$ cat src/rtl/gps_ack_sched.sv
`default_nettype none
// ============================================================================
// Module   : gps_ack_sched
// Purpose  : Sweeps the gps_ack2 acquisition engine over a mask of PRNs, one
//            search per PRN. Tracks the strongest |I|+|Q| bin of each search,
//            compares it against a threshold and emits one result record per
//            PRN on a valid/ready port.
// Ports    : clk, rst                 - clock, synchronous active-high reset
//            start, abort             - sweep control pulses from host
//            prn_mask, threshold      - sweep configuration
//            busy, done               - sweep status
//            eng_start, eng_prn       - engine command
//            eng_corr_complete, eng_search_complete, eng_code_phase,
//            eng_code_frac, eng_doppler, eng_i, eng_q - engine bin results
//            res_valid, res_ready, res_prn, res_detect, res_timeout,
//            res_peak, res_code_phase, res_code_frac, res_doppler - result
// Revision : 1.0 - initial release
// ============================================================================
module gps_ack_sched #(
    parameter logic [23:0] TIMEOUT_CYCLES = 24'd16000000,
    parameter int          PRN_MIN        = 1
) (
    input  logic        clk,
    input  logic        rst,
    input  logic        start,
    input  logic        abort,
    input  logic [31:0] prn_mask,
    input  logic [12:0] threshold,
    output logic        busy,
    output logic        done,
    output logic        eng_start,
    output logic [5:0]  eng_prn,
    input  logic        eng_corr_complete,
    input  logic        eng_search_complete,
    input  logic [9:0]  eng_code_phase,
    input  logic [4:0]  eng_code_frac,
    input  logic [15:0] eng_doppler,
    input  logic [11:0] eng_i,
    input  logic [11:0] eng_q,
    output logic        res_valid,
    input  logic        res_ready,
    output logic [5:0]  res_prn,
    output logic        res_detect,
    output logic        res_timeout,
    output logic [12:0] res_peak,
    output logic [9:0]  res_code_phase,
    output logic [4:0]  res_code_frac,
    output logic [15:0] res_doppler
);

    localparam logic [2:0] c_ST_IDLE   = 3'd0;
    localparam logic [2:0] c_ST_SCAN   = 3'd1;
    localparam logic [2:0] c_ST_START  = 3'd2;
    localparam logic [2:0] c_ST_WAIT   = 3'd3;
    localparam logic [2:0] c_ST_REPORT = 3'd4;
    localparam logic [2:0] c_ST_FIN    = 3'd5;

    logic [2:0]  r_state;
    logic [31:0] r_mask;
    logic        r_busy;
    logic        r_done;
    logic        r_eng_start;
    logic [5:0]  r_eng_prn;
    logic [23:0] r_timer;
    logic [12:0] r_peak;
    logic [9:0]  r_phase;
    logic [4:0]  r_frac;
    logic [15:0] r_dop;
    logic        r_res_valid;
    logic [5:0]  r_res_prn;
    logic        r_res_detect;
    logic        r_res_timeout;

    logic [11:0] w_abs_i;
    logic [11:0] w_abs_q;
    logic [12:0] w_mag;
    logic        w_take;
    logic [12:0] w_peak_nxt;
    logic        w_found;
    logic [4:0]  w_idx;
    logic [5:0]  w_prn;
    logic [23:0] w_timer_nxt;
    logic        w_timeout;

    // Two's complement magnitude; -2048 maps to 12'h800 = 2048 unsigned,
    // so the 13-bit sum never overflows (max 4096).
    assign w_abs_i = eng_i[11] ? (~eng_i + 12'd1) : eng_i;
    assign w_abs_q = eng_q[11] ? (~eng_q + 12'd1) : eng_q;
    assign w_mag   = {1'b0, w_abs_i} + {1'b0, w_abs_q};

    // Strict compare: on a tie the earlier bin stays as the peak.
    assign w_take     = eng_corr_complete && (w_mag > r_peak);
    assign w_peak_nxt = w_take ? w_mag : r_peak;

    // Timer counts WAIT cycles; the search expires on the cycle whose
    // incremented count reaches the limit.
    assign w_timer_nxt = r_timer + 24'd1;
    assign w_timeout   = (w_timer_nxt == TIMEOUT_CYCLES);

    // Lowest set bit of the remaining mask: scanning downward lets the
    // lowest index overwrite any higher one.
    always_comb begin
        w_found = 1'b0;
        w_idx   = 5'd0;
        for (int i = 31; i >= 0; i--) begin
            if (r_mask[i]) begin
                w_found = 1'b1;
                w_idx   = 5'(i);
            end
        end
    end

    assign w_prn = 6'(PRN_MIN) + {1'b0, w_idx};

    always_ff @(posedge clk) begin
        if (rst) begin
            r_state       <= c_ST_IDLE;
            r_mask        <= 32'd0;
            r_busy        <= 1'b0;
            r_done        <= 1'b0;
            r_eng_start   <= 1'b0;
            r_eng_prn     <= 6'd0;
            r_timer       <= 24'd0;
            r_peak        <= 13'd0;
            r_phase       <= 10'd0;
            r_frac        <= 5'd0;
            r_dop         <= 16'd0;
            r_res_valid   <= 1'b0;
            r_res_prn     <= 6'd0;
            r_res_detect  <= 1'b0;
            r_res_timeout <= 1'b0;
        end else begin
            r_eng_start <= 1'b0;
            r_done      <= 1'b0;
            if (abort && r_busy) begin
                // Abort beats everything else; no done pulse is produced.
                r_state     <= c_ST_IDLE;
                r_busy      <= 1'b0;
                r_res_valid <= 1'b0;
            end else begin
                case (r_state)
                    c_ST_IDLE: begin
                        if (start) begin
                            r_mask  <= prn_mask;
                            r_busy  <= 1'b1;
                            r_state <= c_ST_SCAN;
                        end
                    end
                    c_ST_SCAN: begin
                        if (w_found) begin
                            r_mask[w_idx] <= 1'b0;
                            r_eng_prn     <= w_prn;
                            r_eng_start   <= 1'b1;
                            r_state       <= c_ST_START;
                        end else begin
                            r_busy  <= 1'b0;
                            r_done  <= 1'b1;
                            r_state <= c_ST_FIN;
                        end
                    end
                    c_ST_START: begin
                        r_peak  <= 13'd0;
                        r_phase <= 10'd0;
                        r_frac  <= 5'd0;
                        r_dop   <= 16'd0;
                        r_timer <= 24'd0;
                        r_state <= c_ST_WAIT;
                    end
                    c_ST_WAIT: begin
                        r_timer <= w_timer_nxt;
                        if (w_take) begin
                            r_peak  <= w_mag;
                            r_phase <= eng_code_phase;
                            r_frac  <= eng_code_frac;
                            r_dop   <= eng_doppler;
                        end
                        // Completion wins over a coincident timeout; the bin
                        // arriving with it is already folded into w_peak_nxt.
                        if (eng_search_complete) begin
                            r_res_valid   <= 1'b1;
                            r_res_prn     <= r_eng_prn;
                            r_res_timeout <= 1'b0;
                            r_res_detect  <= (w_peak_nxt > threshold);
                            r_state       <= c_ST_REPORT;
                        end else if (w_timeout) begin
                            r_res_valid   <= 1'b1;
                            r_res_prn     <= r_eng_prn;
                            r_res_timeout <= 1'b1;
                            r_res_detect  <= 1'b0;
                            r_state       <= c_ST_REPORT;
                        end
                    end
                    c_ST_REPORT: begin
                        if (res_ready) begin
                            r_res_valid <= 1'b0;
                            r_state     <= c_ST_SCAN;
                        end
                    end
                    c_ST_FIN: begin
                        r_state <= c_ST_IDLE;
                    end
                    default: begin
                        r_state <= c_ST_IDLE;
                        r_busy  <= 1'b0;
                    end
                endcase
            end
        end
    end

    assign busy           = r_busy;
    assign done           = r_done;
    assign eng_start      = r_eng_start;
    assign eng_prn        = r_eng_prn;
    assign res_valid      = r_res_valid;
    assign res_prn        = r_res_prn;
    assign res_detect     = r_res_detect;
    assign res_timeout    = r_res_timeout;
    assign res_peak       = r_peak;
    assign res_code_phase = r_phase;
    assign res_code_frac  = r_frac;
    assign res_doppler    = r_dop;

endmodule
`default_nettype wire

$ cat config.mk
export PLATFORM = sky130hd
export DESIGN_NAME = gps_ack_sched
export DESIGN_NICKNAME = d
export VERILOG_FILES = /design/src/rtl/gps_ack_sched.sv
export SDC_FILE = /design/constraint.sdc
export NUM_CORES = 1
export LEC_CHECK = 0
export ABC_AREA = 0
export CORE_ASPECT_RATIO = 1.2
export CORE_MARGIN = 1
export CORE_UTILIZATION = 47
export CTS_CLUSTER_DIAMETER = 60
export CTS_CLUSTER_SIZE = 25
export DETAILED_ROUTE_END_ITERATION = 10
export PLACE_DENSITY_LB_ADDON = 0.2
export SLEW_MARGIN = 20
export SYNTH_ARGS = -nofsm -noshare
export SYNTH_HDL_FRONTEND = slang
export SYNTH_SLANG_ARGS = --single-unit
$ cat constraint.sdc
create_clock -name clk -period 6.05 [get_ports clk]
set_clock_uncertainty 0.1 [all_clocks]
set_input_delay 1.21 -clock clk [delete_from_list [all_inputs] [get_ports clk]]
set_output_delay 1.21 -clock clk [all_outputs]
set_load 0.005 [all_outputs]
Word-level counts from Yosys, hierarchy flattened
Cells that the tools add are included.
{"block": "totals", "inputBits": 107, "regBits": 121, "output_inout_bits": 62, "wordCells": 162}
{"block": "op_classes", "n_eq_ne": 12, "add_sub_neg": 5, "magnitude_cmp": 4, "muxes": 100, "n_reduce_logical": 19, "bitwise_logic": 7}
{"cell": "$mux W5", "n": 33}
{"cell": "$mux W32", "n": 2}
{"cell": "$pmux W32 S2", "n": 1}
{"cell": "$pmux W24 S2", "n": 1}
{"cell": "$mux W1", "n": 43}
{"cell": "$and A32 B32 Y32", "n": 1}
{"cell": "$not A32 Y32", "n": 1}
{"cell": "$pmux W16 S2", "n": 1}
{"cell": "$gt A13 B13 Y1", "n": 2}
{"cell": "$pmux W13 S2", "n": 1}
{"cell": "$add A12 B1 Y12 const B", "n": 2}
{"cell": "$add A24 B1 Y24 const B", "n": 1}
{"cell": "$eq A24 B24 Y1 const B", "n": 1}
{"cell": "$mux W12", "n": 2}
{"cell": "$not A12 Y12", "n": 2}
{"cell": "$pmux W10 S2", "n": 1}
{"cell": "$reduce_and A3 Y1", "n": 6}
{"cell": "$mux W16", "n": 1}
{"cell": "$mux W3", "n": 5}
{"cell": "$pmux W3 S5", "n": 1}
{"cell": "$add A12 B12 Y13", "n": 1}
{"cell": "$mux W13", "n": 1}
{"cell": "$mux W6", "n": 2}
{"cell": "$mux W10", "n": 1}
{"cell": "21 further kinds", "n": 34}

Depth between registers and ports, before layout
{"block": "depth", "depth_word": 40, "mapped_depth": 30, "mapped_depth_nobuf": 30}

Least setup slack after synthesis
Ideal clock, no wire load.
{"block": "synth_timing", "path_kind": "in2reg", "startpoint": "input eng_i[0]", "endpoint": "register r_res_detect (netlist: res_detect)", "cell_stages": 29, "setup_slack_ns": -0.367, "setup_ns": 0.117, "path_buffers": 0, "arrival_time_ns": 6.200, "path_cell_list": "inv_1 -> ha_1 -> nand2_1 -> o21ai_0 -> fa_1 -> a21o_1 -> a21o_1 -> a21oi_1 -> o21ai_0 -> a41o_1 -> nor2_1 -> xnor2_1 -> ha_1 -> a21o_1 -> a21o_1 -> a21oi_1 -> nor3b_1 -> a21o_1 -> nor2_1 -> mux2_2 -> ha_1 -> nor2b_1 -> o21ai_0 -> nand2b_1 -> a21oi_1 -> o21ai_0 -> a31oi_1 -> o211ai_1 -> a32o_1"}
{"block": "synth_via", "elab_chain_len": 9}
{"item": "start: declaration", "line": "38", "source": "input logic [11:0] eng_i,"}
{"item": "$not A12 Y12", "line": "87", "source": "assign w_abs_i = eng_i[11] ? (~eng_i + 12'd1) : eng_i;"}
{"item": "$add A12 B1 Y12", "line": "87"}
{"item": "$mux W12 *", "line": "87"}
{"item": "$add A12 B12 Y13 *", "line": "89", "source": "assign w_mag = {1'b0, w_abs_i} + {1'b0, w_abs_q};"}
{"item": "$gt A13 B13 Y1", "line": "92", "source": "assign w_take = eng_corr_complete && (w_mag > r_peak);"}
{"item": "$logic_and A1 B1 Y1", "line": "92"}
{"item": "$mux W13 *"}
{"item": "$gt A13 B13 Y1 *", "line": "183", "source": "r_res_detect <= (w_peak_nxt > threshold);"}
{"item": "$mux W1 *", "line": "179", "source": "if (eng_search_complete) begin"}
{"item": "end signal: assignment", "line": "183"}
{"item": "end: declaration", "line": "71", "source": "logic r_res_detect;"}
Every way passes the cells marked *; elsewhere a longest branch is shown, timed or not.
A chain may end at the register's enable or synchronous reset.

Final worst setup path
{"block": "layout_timing", "startpoint": "input eng_i[1]", "endpoint": "register r_res_detect (netlist: res_detect)"}
Same word-level chain as after synthesis.

==> results.toml <==
[run_status]
outcome = "finished, violations left"
failed_checks = "setup timing"

[die]
num_io_pins = 169
start_util = 0.485
coreArea_mm2 = 0.0157
die_x_um = 118
die_area_mm2 = 0.0167
fp-row-count = 50
die_h_um = 141

[sta]
finalHoldWorstSlack_ns = 0.348
rsz0062_at_grt = "yes"
tightest_slew_ns = 0.931
hold_viol = 0
finalSetupTns_ns = -0.104
layout_min_cycle_time_ns = 6.15
setup_viol = 1
slew_violations = 0
timing.final.crit_share = 1.02
fmax_mhz = 162
finalWorstSetupSlack_ns = -0.104
max_slew_margin = 0.379

[synth]
synth.avg_cell_area_um2 = 7.66
synth.distinct_cells = 70
postSynthCellCount = 993
synth-seq-cells = 121
seq_area_frac_synth = 0.318
netlist_area_mm2 = 0.00761
yosysMostFrequentCell = "nand2_1"
syn_nets = 1146
yosysWarnings = 0
ys.flop_type = "dfxtp_1"
synth_edf_count = 0
synth_top_cell_by_area = "dfxtp_1"
synthTopCellsByCount = "nand2_1, dfxtp_1, nor2_1"
async_flop_share = 0
synth.area.top_cells = "dfxtp_1, ha_1, nand2_1"
yosysTopAreaCellShare = 0.318

[clock_tree]
cts_sinks = 121
cts_root_buf = "clkbuf_16"
clk_pin_slew_ns = 0.06
numCtsBuffers = 17
cts_hold_buf = 0
htree_levels = 4
clk_latency_ns = 0.42
clockBufferDepth = 2
cts_tree = "done"

[routing]
post_drt_wl_per_cell_um = 16.5
detailroute.via_count = 8256
drt-initial-drc-count = 569
dr.pass1.iters = 6
vias_per_cell = 5.80
drc = 0
ant_nets = 0
wirelength_um = 23500

[placed_design]
dp_slack_ns = -0.817
dpl.hpwl_um = 16000
place.gp.congestion = 0.887
portBuffers = 168
dp.cells = 1375

[global_routing]
grt_first_pass_wirelength_um = 37400
grt_usage = 0.275
grtUsageMet2 = 0.472
overflow = 0
grt_max_degree = 77
top_usage_layer = "met2"
grt_util_met1 = 0.339
antenna_found_initial = 0
grtUsageMet3 = 0.0510
grt_pass1_vias = 7633

[pwr]
power.density_mw_per_mm2 = 320
p_leak_nw = 4.31
irDropWorstVdd_v = 0.000237

[run]
drv_cap = 0

[layout]
diodes = 0
finalNonFillerCells = 1424
final_nets = 1356
area_growth_syn_to_layout_pct = 42.7
nFillCells = 1250
drive_gt1_frac = 0.168

[worst_setup_path]
worstReg2RegEnd = "res_detect"
start_kind = "primary input"
r2r_slack_ns = 2.57
cp_slowest_cell = "or3_4"
r2r_start = "res_peak[10]"
critPathRequiredTime_ns = 6.26
crit_path_frequent_cell = "a21o_1"
critPathArrivalTime_ns = 6.36
crit_start = "eng_i[1]"
r2r_cells = 18
crit_path_end_kind = "flip-flop"
max_stage_delay_ns = 0.37
critical_path_class = "in -> reg"
crit_fanout = 5

[worst_hold_path]
hold_end = "res_code_phase[3]"
hold_depth = 2
min_from = "res_code_phase[3]"
hp-class = "reg -> reg"
per-layer routing:
metal  wire length [um]  vias up  part of all wire
li1                   -     4007                 -
met2              11700      323              0.50
met1               9750     3884              0.41
met5                  0        -                 0
met3               1420       42             0.060
met4                677        0             0.029
cells in the final DEF, fill, tap and decap left out, types with 7 or more instances in the layout:
| cell | synthesis | layout |
|---|---|---|
| a311oi_1 | 8 | 8 |
| nand2_1 | 142 | 134 |
| a32o_1 | 10 | 10 |
| nor2_1 | 90 | 86 |
| mux2i_1 | 9 | 9 |
| dfxtp_1 | 121 | 121 |
| and3_1 | 7 | 7 |
| and2_1 | 9 | 9 |
| buf_4 | 4 | 80 |
| a21oi_1 | 86 | 81 |
| nand3_1 | 35 | 35 |
| nand2b_1 | 11 | 9 |
| a21o_1 | 14 | 14 |
| nor4_1 | 16 | 13 |
| nand4_1 | 11 | 11 |
| xnor2_1 | 30 | 24 |
| ha_1 | 45 | 40 |
| inv_1 | 48 | 44 |
| o21ai_0 | 69 | 62 |
| a31oi_1 | 22 | 22 |
| a211oi_1 | 14 | 12 |
| a22oi_1 | 22 | 22 |
| clkdlybuf4s50_1 | 0 | 153 |
| clkbuf_16 | 0 | 17 |
| nor3_1 | 16 | 13 |
stage by stage:
| step | total power [mW] | utilization | instance area [um^2] |
|---|---|---|---|
| 6_report | 3.47 | 0.691 | 10900 |
| 5_1_grt | 3.66 | 0.691 | 10900 |
| 4_1_cts | 3.41 | 0.682 | 10700 |
| 3_5_place_dp | 2.30 | 0.629 | 9880 |
| 3_3_place_gp | 2.29 | 0.629 | 9880 |
| 2_1_floorplan | 1.83 | - | 7700 |
worst max-delay path: cells and delay by family:
family,cells,cell delay [ns]
adders and majority gates,4,0.95
muxes,1,0.32
xor gates and xnor gates,2,0.22
buffers and inverters,3,0.26
AOI/OAI and AO/OA,12,1.80
and+or+nand+nor,10,1.59
kinds of logic (layout without fill, tap and decap cells):
family | count (synthesis) | count (layout) | synth area share
adders and majority gates | 46 | 46 | 0.0766
xor gates and xnor gates | 33 | 33 | 0.0380
buffers and inverters | 110 | 333 | 0.0635
and+or+nand+nor | 379 | 379 | 0.239
DFF | 121 | 121 | 0.318
AOI/OAI and AO/OA | 288 | 288 | 0.242
muxes | 16 | 16 | 0.0222
where the power goes:
group | leakage, nW | switching, mW | internal (mW)
Clock | 0.287 | 0.413 | 0.656
Sequential | 0.980 | 0.0754 | 0.861
Combinational | 3.04 | 0.839 | 0.626
Total | 4.31 | 1.33 | 2.14
worst max-delay path by stage:
stage,slack [ns],cells past startpoint,endpoint
2_1_floorplan,-0.007,30,res_detect
3_3_place_gp,-0.72,32,res_detect
3_5_place_dp,-0.82,32,res_detect
4_1_cts,-0.02,31,res_detect
5_1_grt,-0.29,32,res_detect
6_report,-0.10,32,res_detect
registers in the layout (all words and copies together), names as in the netlist:
name / count
r_mask: 32
r_timer: 24
res_doppler: 16
res_peak: 13
res_code_phase: 10
eng_prn: 6
res_prn: 6
res_code_frac: 5
r_state: 3
busy: 1
done: 1
eng_start: 1
res_detect: 1
res_timeout: 1
res_valid: 1
repair_timing:
| action | 4_1_cts | 5_1_grt |
|---|---|---|
| pin swaps | 41 | 31 |
| gates resized for setup | 57 | 32 |
| setup buffers | 13 | 4 |
| setup endpoints to repair | 1 | 1 |
area by class of cell:
class	instances	area [um^2]	area share
multi-input cells	762	5040	0.464
repair buffers	252	2320	0.213
clock buffers	17	425	0.0392
flip-flops and latches	121	2420	0.223
inverters	49	199	0.0183
clock inverters	15	190	0.0175
well taps	208	260	0.0240
No activity file was read; power rests on OpenSTA's default activity.
